$ cat config.mk
export PLATFORM = sky130hd
export DESIGN_NAME = periph_router
export DESIGN_NICKNAME = d
export VERILOG_FILES = /design/src/rtl/periph_router.sv
export SDC_FILE = /design/constraint.sdc
export NUM_CORES = 1
export LEC_CHECK = 0
export BUFFER_PORTS_ARGS = -buffer_cell sky130_fd_sc_hd__buf_2
export CORE_AREA = 3 3 184 186
export DETAILED_ROUTE_END_ITERATION = 10
export DIE_AREA = 0 0 187 189
export HOLD_SLACK_MARGIN = 0.05
export MAX_ROUTING_LAYER = met4
export PLACE_DENSITY = 0.36
export SLEW_MARGIN = 10
export SYNTH_ARGS = -nofsm -noshare
export SYNTH_HDL_FRONTEND = slang
export SYNTH_SLANG_ARGS = --single-unit
$ cat constraint.sdc
create_clock -name clock -period 2.3 [get_ports clock]
set_input_delay 0.345 -clock clock [delete_from_list [all_inputs] [get_ports clock]]
set_output_delay 0.345 -clock clock [all_outputs]
set_load 0.02 [all_outputs]
$ cat src/rtl/periph_router.sv
// periph_router: routes the arbiter's single memory port to rom/uart/clint/avl,
// tracking one outstanding transaction and answering unmapped or hung accesses.
// Ports:
//   clock, reset (async, active-low)
//   memory_* : arbiter request in, response (rdata/ready/bus_error) out
//   <t>_*    : per-target request out (valid, instr, addr, wdata, wstrb),
//              per-target response in (rdata, ready)
module periph_router #(
  parameter logic [31:0] ROM_BASE   = 32'h0000_0000,
  parameter logic [31:0] ROM_TOP    = 32'h0001_0000,
  parameter logic [31:0] UART_BASE  = 32'h0010_0000,
  parameter logic [31:0] UART_TOP   = 32'h0010_0004,
  parameter logic [31:0] CLINT_BASE = 32'h0200_0000,
  parameter logic [31:0] CLINT_TOP  = 32'h0200_C000,
  parameter logic [31:0] AVL_BASE   = 32'h8000_0000,
  parameter logic [31:0] AVL_TOP    = 32'h9000_0000,
  parameter int unsigned TIMEOUT    = 1024
) (
  input  logic        clock,
  input  logic        reset,
  input  logic        memory_valid,
  input  logic        memory_instr,
  input  logic [31:0] memory_addr,
  input  logic [31:0] memory_wdata,
  input  logic [3:0]  memory_wstrb,
  output logic [31:0] memory_rdata,
  output logic        memory_ready,
  output logic        bus_error,
  output logic        rom_valid,
  output logic        rom_instr,
  output logic [31:0] rom_addr,
  input  logic [31:0] rom_rdata,
  input  logic        rom_ready,
  output logic        uart_valid,
  output logic        uart_instr,
  output logic [31:0] uart_addr,
  output logic [31:0] uart_wdata,
  output logic [3:0]  uart_wstrb,
  input  logic [31:0] uart_rdata,
  input  logic        uart_ready,
  output logic        clint_valid,
  output logic        clint_instr,
  output logic [31:0] clint_addr,
  output logic [31:0] clint_wdata,
  output logic [3:0]  clint_wstrb,
  input  logic [31:0] clint_rdata,
  input  logic        clint_ready,
  output logic        avl_valid,
  output logic        avl_instr,
  output logic [31:0] avl_addr,
  output logic [31:0] avl_wdata,
  output logic [3:0]  avl_wstrb,
  input  logic [31:0] avl_rdata,
  input  logic        avl_ready
);

  typedef enum logic [1:0] {
    S_IDLE,
    S_BUSY,
    S_ERR
  } state_t;

  typedef enum logic [2:0] {
    SEL_NONE,
    SEL_ROM,
    SEL_UART,
    SEL_CLINT,
    SEL_AVL
  } sel_t;

  localparam logic [15:0] TMAX = 16'(TIMEOUT - 1);

  state_t      r_state;
  sel_t        r_sel;
  logic [15:0] r_cnt;

  logic [31:0] w_rom_off;
  logic [31:0] w_uart_off;
  logic [31:0] w_clint_off;
  logic [31:0] w_avl_off;
  sel_t        w_hit;
  logic        w_req;
  logic        w_busy;
  logic        w_tmo;
  logic        w_sel_ready;
  logic [31:0] w_sel_rdata;

  // Offset compare covers [BASE,TOP) with one unsigned test and
  // doubles as the target-relative address.
  assign w_rom_off   = memory_addr - ROM_BASE;
  assign w_uart_off  = memory_addr - UART_BASE;
  assign w_clint_off = memory_addr - CLINT_BASE;
  assign w_avl_off   = memory_addr - AVL_BASE;

  always_comb begin
    w_hit = SEL_NONE;
    if (w_avl_off < (AVL_TOP - AVL_BASE))
      w_hit = SEL_AVL;
    else if (w_clint_off < (CLINT_TOP - CLINT_BASE))
      w_hit = SEL_CLINT;
    else if (w_uart_off < (UART_TOP - UART_BASE))
      w_hit = SEL_UART;
    else if (w_rom_off < (ROM_TOP - ROM_BASE))
      w_hit = SEL_ROM;
  end

  always_comb begin
    w_sel_ready = 1'b0;
    w_sel_rdata = '0;
    unique case (r_sel)
      SEL_ROM:   begin w_sel_ready = rom_ready;   w_sel_rdata = rom_rdata;   end
      SEL_UART:  begin w_sel_ready = uart_ready;  w_sel_rdata = uart_rdata;  end
      SEL_CLINT: begin w_sel_ready = clint_ready; w_sel_rdata = clint_rdata; end
      SEL_AVL:   begin w_sel_ready = avl_ready;   w_sel_rdata = avl_rdata;   end
      default:   ;
    endcase
  end

  assign w_req  = (r_state == S_IDLE) && memory_valid;
  assign w_busy = (r_state == S_BUSY);
  assign w_tmo  = (r_cnt == TMAX);

  assign rom_valid   = w_req && (w_hit == SEL_ROM);
  assign uart_valid  = w_req && (w_hit == SEL_UART);
  assign clint_valid = w_req && (w_hit == SEL_CLINT);
  assign avl_valid   = w_req && (w_hit == SEL_AVL);

  assign rom_instr   = memory_instr;
  assign rom_addr    = w_rom_off;
  assign uart_instr  = memory_instr;
  assign uart_addr   = w_uart_off;
  assign uart_wdata  = memory_wdata;
  assign uart_wstrb  = memory_wstrb;
  assign clint_instr = memory_instr;
  assign clint_addr  = w_clint_off;
  assign clint_wdata = memory_wdata;
  assign clint_wstrb = memory_wstrb;
  assign avl_instr   = memory_instr;
  assign avl_addr    = w_avl_off;
  assign avl_wdata   = memory_wdata;
  assign avl_wstrb   = memory_wstrb;

  // A real answer beats a timeout landing in the same cycle.
  assign memory_ready = (w_busy && (w_sel_ready || w_tmo))
                     || (r_state == S_ERR);
  assign memory_rdata = (w_busy && w_sel_ready) ? w_sel_rdata : '0;
  assign bus_error    = (r_state == S_ERR)
                     || (w_busy && !w_sel_ready && w_tmo);

  always_ff @(posedge clock or negedge reset) begin
    if (!reset) begin
      r_state <= S_IDLE;
      r_sel   <= SEL_NONE;
      r_cnt   <= '0;
    end else begin
      unique case (r_state)
        S_IDLE: begin
          if (memory_valid) begin
            r_cnt <= '0;
            if (w_hit == SEL_NONE) begin
              r_state <= S_ERR;
            end else begin
              r_state <= S_BUSY;
              r_sel   <= w_hit;
            end
          end
        end
        S_BUSY: begin
          if (w_sel_ready || w_tmo) begin
            r_state <= S_IDLE;
            r_sel   <= SEL_NONE;
            r_cnt   <= '0;
          end else begin
            r_cnt <= r_cnt + 16'd1;
          end
        end
        S_ERR: begin
          r_state <= S_IDLE;
        end
        default: begin
          r_state <= S_IDLE;
          r_sel   <= SEL_NONE;
        end
      endcase
    end
  end

endmodule
# Word level (Yosys, flattened, before mapping)
# Cells that the tools add are included.
[word_totals] register_bits=21 wordCells=63 output_inout_bits=278 input_bits=204
[op_classes] order_cmp=4 n_addsub=4 n_bitwise=1 n_eq_ne=14 mux=18 n_reduce_logical=19
[op_table] operator="32-bit one-hot mux with 4 select lines" n=1
[op_table] operator="32-bit by 16-bit < comparator with 1-bit output, second input constant" n=1
[op_table] operator="32-bit by 17-bit < comparator with 1-bit output, second input constant" n=1
[op_table] operator="32-bit by 29-bit < comparator with 1-bit output, second input constant" n=1
[op_table] operator="32-bit by 3-bit < comparator with 1-bit output, second input constant" n=1
[op_table] operator="16-bit 2-to-1 mux" n=2
[op_table] operator="32-bit 2-to-1 mux" n=1
[op_table] operator="16-bit one-hot mux with 2 select lines" n=1
[op_table] operator="32-bit by 21-bit subtractor with 32-bit output, second input constant" n=1
[op_table] operator="32-bit by 26-bit subtractor with 32-bit output, second input constant" n=1
[op_table] operator="32-bit subtractor, second input constant" n=1
[op_table] operator="16-bit by 1-bit adder with 16-bit output, second input constant" n=1
[op_table] operator="16-bit by 10-bit equality test with 1-bit output, second input constant" n=1
[op_table] operator="3-bit by 2-bit equality test with 1-bit output, second input constant" n=4
[op_table] operator="3-bit 2-to-1 mux" n=4
[op_table] operator="2-bit 2-to-1 mux" n=5
[op_table] operator="1-bit logical AND" n=9
[op_table] operator="3-bit one-hot mux with 3 select lines" n=1
[op_table] operator="3-bit by 1-bit equality test with 1-bit output, second input constant" n=2
[op_table] operator="3-bit equality test, second input constant" n=2
[op_table] operator="2-bit inequality test, second input constant" n=2
[op_table] operator="1-bit one-hot mux with 4 select lines" n=1
[op_table] operator="2-bit one-hot mux with 2 select lines" n=1
[op_table] operator="2-bit AND reduction" n=2
[op_table] operator="other kinds (11)" n=13

# Logic depth before layout (Yosys ltp)
[depth] depth_word=9 mapped_depth=10 ltp_nobuf=9

# Least setup slack after synthesis
# No wires, ideal clock.
[synth_timing] path_kind="input to register" start="input memory_addr[25]" end="register r_sel[0]" setup_ns=0.125 path_buffers=1 required_ns=2.175 cell_stages=10 slack_ns=-0.757 t_arrival_ns=2.932 cell_sequence="clkbuf_1 -> inv_1 -> ha_1 -> nor2b_1 -> and3_1 -> a221o_1 -> nor4b_2 -> and3_4 -> and3b_2 -> mux2_4"
[synth_via] word_cells_on_any_way=17 cone_classes="3 x add/sub; 4 x order compare; 1 x eq/ne; 7 x mux; 2 x reduce/logical"
[synth_rtl] item="from (decl)" line_no="23" rtl="input logic [31:0] memory_addr,"
[synth_rtl] item="32-bit by 26-bit subtractor with 32-bit output (*)" line_no="92" rtl="assign w_clint_off = memory_addr - CLINT_BASE;"
[synth_rtl] item="net clint_addr[25]" line_no="43" rtl="output logic [31:0] clint_addr,"
[synth_rtl] item="32-bit by 16-bit < comparator with 1-bit output (*)" line_no="99" rtl="else if (w_clint_off < (CLINT_TOP - CLINT_BASE))"
[synth_rtl] item="2-bit 2-to-1 mux (*)" line_no="99"
[synth_rtl] item="3-bit 2-to-1 mux (*)" line_no="97" rtl="if (w_avl_off < (AVL_TOP - AVL_BASE))"
[synth_rtl] item="3-bit zero test / 3-bit 2-to-1 mux (equally long branches)" line_no="160" rtl="if (w_hit == SEL_NONE) begin"
[synth_rtl] item="2-bit inequality test (no line) / 3-bit 2-to-1 mux (equally long branches)"
[synth_rtl] item="4-bit AND reduction (no line) / 3-bit one-hot mux with 3 select lines (equally long branches)"
[synth_rtl] item="to (signal assigned)" line_no="164" rtl="r_sel <= w_hit;"
[synth_rtl] item="to (decl)" line_no="74" rtl="sel_t r_sel;"
# The timed path passes the listed nets; every way through them passes the cells marked *. The select of a mux whose other input is x is not followed.
# A chain may end at the register's enable or synchronous reset.

# Worst setup path after layout
[layout_timing] start="input memory_addr[20]" end="output uart_valid"
[layout_via] elab_chain_cells=7 word_cells_on_any_way=13 cone_classes="3 x add/sub; 4 x order compare; 1 x eq/ne; 4 x mux; 1 x reduce/logical"
[layout_rtl] item="32-bit by 21-bit subtractor with 32-bit output / 32-bit by 17-bit < comparator with 1-bit output (equally long branches)" line_no="91, 103"
[layout_rtl] item="32-bit by 3-bit < comparator with 1-bit output / 1-bit 2-to-1 mux (equally long branches)" line_no="101, 103"
[layout_rtl] item="2-bit 2-to-1 mux" line_no="101" rtl="else if (w_uart_off < (UART_TOP - UART_BASE))"
[layout_rtl] item="2-bit 2-to-1 mux" line_no="99"
[layout_rtl] item="3-bit 2-to-1 mux (*)" line_no="97"
[layout_rtl] item="3-bit by 2-bit equality test with 1-bit output (*)" line_no="124" rtl="assign uart_valid = w_req && (w_hit == SEL_UART);"
[layout_rtl] item="1-bit logical AND (*)" line_no="124"
[layout_rtl] item="to (decl)" line_no="34" rtl="output logic uart_valid,"
# Mark *: on every way between the ends. The rest lies on a longest branch, timed or not.

==> summary.txt <==
Detailed routing
  – Initial DRC Count: 199
  – Post-Route WL: 20,770 microns
  – Final ANT Viol Nets: 0
  – Routed WL per cell: 17.56 microns
  – Vias per cell: 3.807
  – Vias: 4,504
  – Remaining DRCs: 0
  – First drt pass iteration count: 4

Timing
  – Hold Slack: 0.06707 ns
  – Crit share post-route: 105.6%
  – Final setup fails: 19
  – Worst rel slew slack: 58.69%
  – Final Worst Setup Slack: -0.1287 ns
  – Tmin final: 2.429 ns
  – Slew Viols, Final: 0
  – Fin. Hold Viols: 0
  – Worst-Margin Slew: 0.6184 ns
  – RSZ-0062 raised after global routing: true
  – Fmax: 411.7 MHz
  – Final Skew: 0.002712 ns

Worst setup path
  – Required @ worst endpoint: 1.96 ns
  – Crit path DAT: 2.08 ns
  – CP max stage cell: or4b_4
  – Crit path max fanout: 3
  – Crit path largest cell delay: 0.49 ns
  – CP Class: in2out
  – Crit start category: input pin
  – Setup slack, reg-to-reg: -0.02 ns
  – CP top delay family: simple AND/OR/NAND/NOR gates
  – Buf/Inv on CP: 4
  – CP cell instances: buf_8, clkinvlp_4, ha_4, or4b_4, nor4_4, buf_4, xor2_2, nor3_2, and3_4, buf_6
  – Crit end category: output port

Synth
  – Most used DFF post-synth: dfrtp_1
  – Syn avg cell area: 7.413 sq um
  – Mapped Area: 4129 sq um
  – Post-synth EDFFs: 0
  – Synth async-reset ratio: 100.0%
  – Yosys synthesis warning count: 0
  – Register area share after synthesis: 12.73%
  – Synth Net Count: 767
  – Netlist cell types: 51
  – Cells after Synth: 557
  – Synthesized flop and latch total: 21

Pwr
  – VDD IR max: 0.1405 mV
  – Power, Total: 1.997 mW
  – Pwr Density: 308.6 nW/um^2
  – Leakage power total: 2.888 nW

Clock network
  – TritonCTS Buffers: 3
  – CTS tree: built
  – H-tree lvl count: 1
  – Clock transition at the registers of the reported paths: 0.06 ns
  – Clock tree root buffer cell: clkbuf_16
  – Clk buf depth: 2
  – Worst-Skew Late Latency: 0.25 ns
  – Clock Sinks: 21
  – Hold_buf cts: 0

Run status
  – Failing checks: negative setup slack
  – Status: complete, but fails checks

Finish
  – Nets: 951
  – Final cell count without fillers: 1,183
  – Layout cell share with drive strength beyond 1: 69.73%
  – Area grow syn2layout: 56.70%

Floorplan
  – Die ar.: 35,340 sq um
  – Site Rows: 66
  – IO Pins: 482
  – Starting Density: 12.72%
  – Die height: 189 microns
  – Chip Width: 187 microns
  – Core area: 32,450 sq um

Global routing
  – Grt total ovfl: 0
  – Initial antenna violation count: 2
  – GRT Total Usage: 10.14%
  – First-pass GRT wire length: 27,430 microns
  – Largest net degree at the start of global routing: 33
  – Vias in the first global route: 4,420

Placement
  – Placed Cells: 1,150
  – GP Congestion: 0.7707
  – HPWL after DPL: 15,670 microns
  – IO buf count: 322

Hold path
  – Hold WC Path Type: in2async

Flow run
  – Max Cap Viol: 0
[what timing repair did]
action / 4_1_cts / 5_1_grt
setup buffers: 11 / 11
setup endpoints to repair: 42 / 43
pin swaps: 9 / 23
cloned: 1 / 7
gates resized for setup: 47 / 149
[Yosys cell counts (9+ instances only)]
master    instances  area [sq um]
a22oi_1          64         480.5
buf_4           220          1652
xnor2_1           9         78.83
dfrtp_1          21         525.5
nand2_1          27         101.4
inv_1            12         45.04
and3_1           10         62.56
o21ai_0          16         80.08
o21ai_1           9         45.04
nand3_1           9         45.04
a21oi_1          36         180.2
clkbuf_1         20         75.07
nor2_1           24         90.09
[where the power goes]
part           switching [mW]  total, mW  internal [mW]
clock                   0.134      0.370          0.236
combinational           0.693       1.23          0.533
sequential             0.0180      0.402          0.384
[sequential cells by signal, indices dropped and copies added (netlist names)]
register,flops
r_sel,3
r_state,2
r_cnt,16
[cells by family (layout without fill, tap and decap cells)]
family	Yosys count	after routing	share of synthesized area [%]
and+or+nand+nor	109	109	14.55
DFF	21	21	12.73
muxes	2	2	0.6060
buffers and inverters	257	440	43.58
xor gates and xnor gates	17	17	3.788
other	0	1	0
AOI/OAI and AO/OA	145	145	22.94
adders and majority gates	6	6	1.818
[worst reg2reg max path, stage by stage (launching register included)]
cell and delay (ns):
dfrtp_2 0.44, and3b_1 0.21, a31oi_2 0.19, o22ai_4 0.14
buf_4 0.17, a31o_4 0.21, buf_4 0.12, o21ai_0 0.17
and3b_2 0.25, mux2_4 0.30
[layout make-up]
class	instances	area [sq um]
Sequential cell	21	529.3
Clock buffer	4	78.83
Timing Repair Buffer	424	2887
Antenna cell	1	2.502
Fill cell	3633	25980
Multi-Input combinational cell	279	2369
Inverter	12	51.30
Tap cell	442	553.0
[placed cells by master (no fill, tap or decap), drive strengths merged, types with 2 or more instances in the layout]
cell type / netlist / routed
and3b: 2 / 2
nor3b: 3 / 3
nor4: 6 / 6
a21o: 3 / 3
xnor2: 9 / 9
nor3: 8 / 8
nand4: 3 / 3
nor2b: 4 / 4
o21ai: 25 / 25
buf: 225 / 418
ha: 6 / 6
nand3: 9 / 9
a22oi: 64 / 64
nand2b: 3 / 3
clkbuf: 20 / 10
inv: 12 / 11
o31ai: 3 / 3
dfrtp: 21 / 21
a31oi: 4 / 4
xor2: 8 / 8
a21oi: 36 / 36
and3: 11 / 11
nand2: 27 / 27
nand3b: 3 / 3
nor2: 24 / 24
o41ai: 2 / 2
[metrics by stage]
| step | setup slack, ns | setup TNS, ns | util (%) | cell area, sq um |
|---|---|---|---|---|
| 5_1_grt | -0.2241 | -4.617 | 19.94 | 6470 |
| 2_1_floorplan | -0.3021 | -0.6469 | - | 4178 |
| 3_5_place_dp | -0.3846 | -1.853 | 16.09 | 5221 |
| 3_3_place_gp | -0.3773 | -1.710 | 16.09 | 5221 |
| 4_1_cts | -0.1717 | -0.5030 | 17.29 | 5610 |
| 6_report | -0.1287 | -0.5843 | 19.94 | 6470 |
[final timing paths]
check | startpoint | to | cells past startpoint
max | memory_addr[20] | uart_valid | 10
min | reset | r_cnt[0] | 1
max reg2reg | r_sel[1] | r_sel[0] | 9
min reg2reg | r_cnt[9] | r_cnt[9] | 1
max in group asynchronous | reset | r_sel[1] | 1
min in group clock | r_cnt[9] | r_cnt[9] | 1
[routing by layer]
metal  up-vias  wire length, microns  global-route usage [%]
li1       2099                     -                       -
met1      2074                  8488                   12.49
met2       298                 10010                   16.97
met3        33                  2017                   2.685
met4         0                   260                   1.745
met5         -                     0                       -
Power figures use the tool's default switching activity.
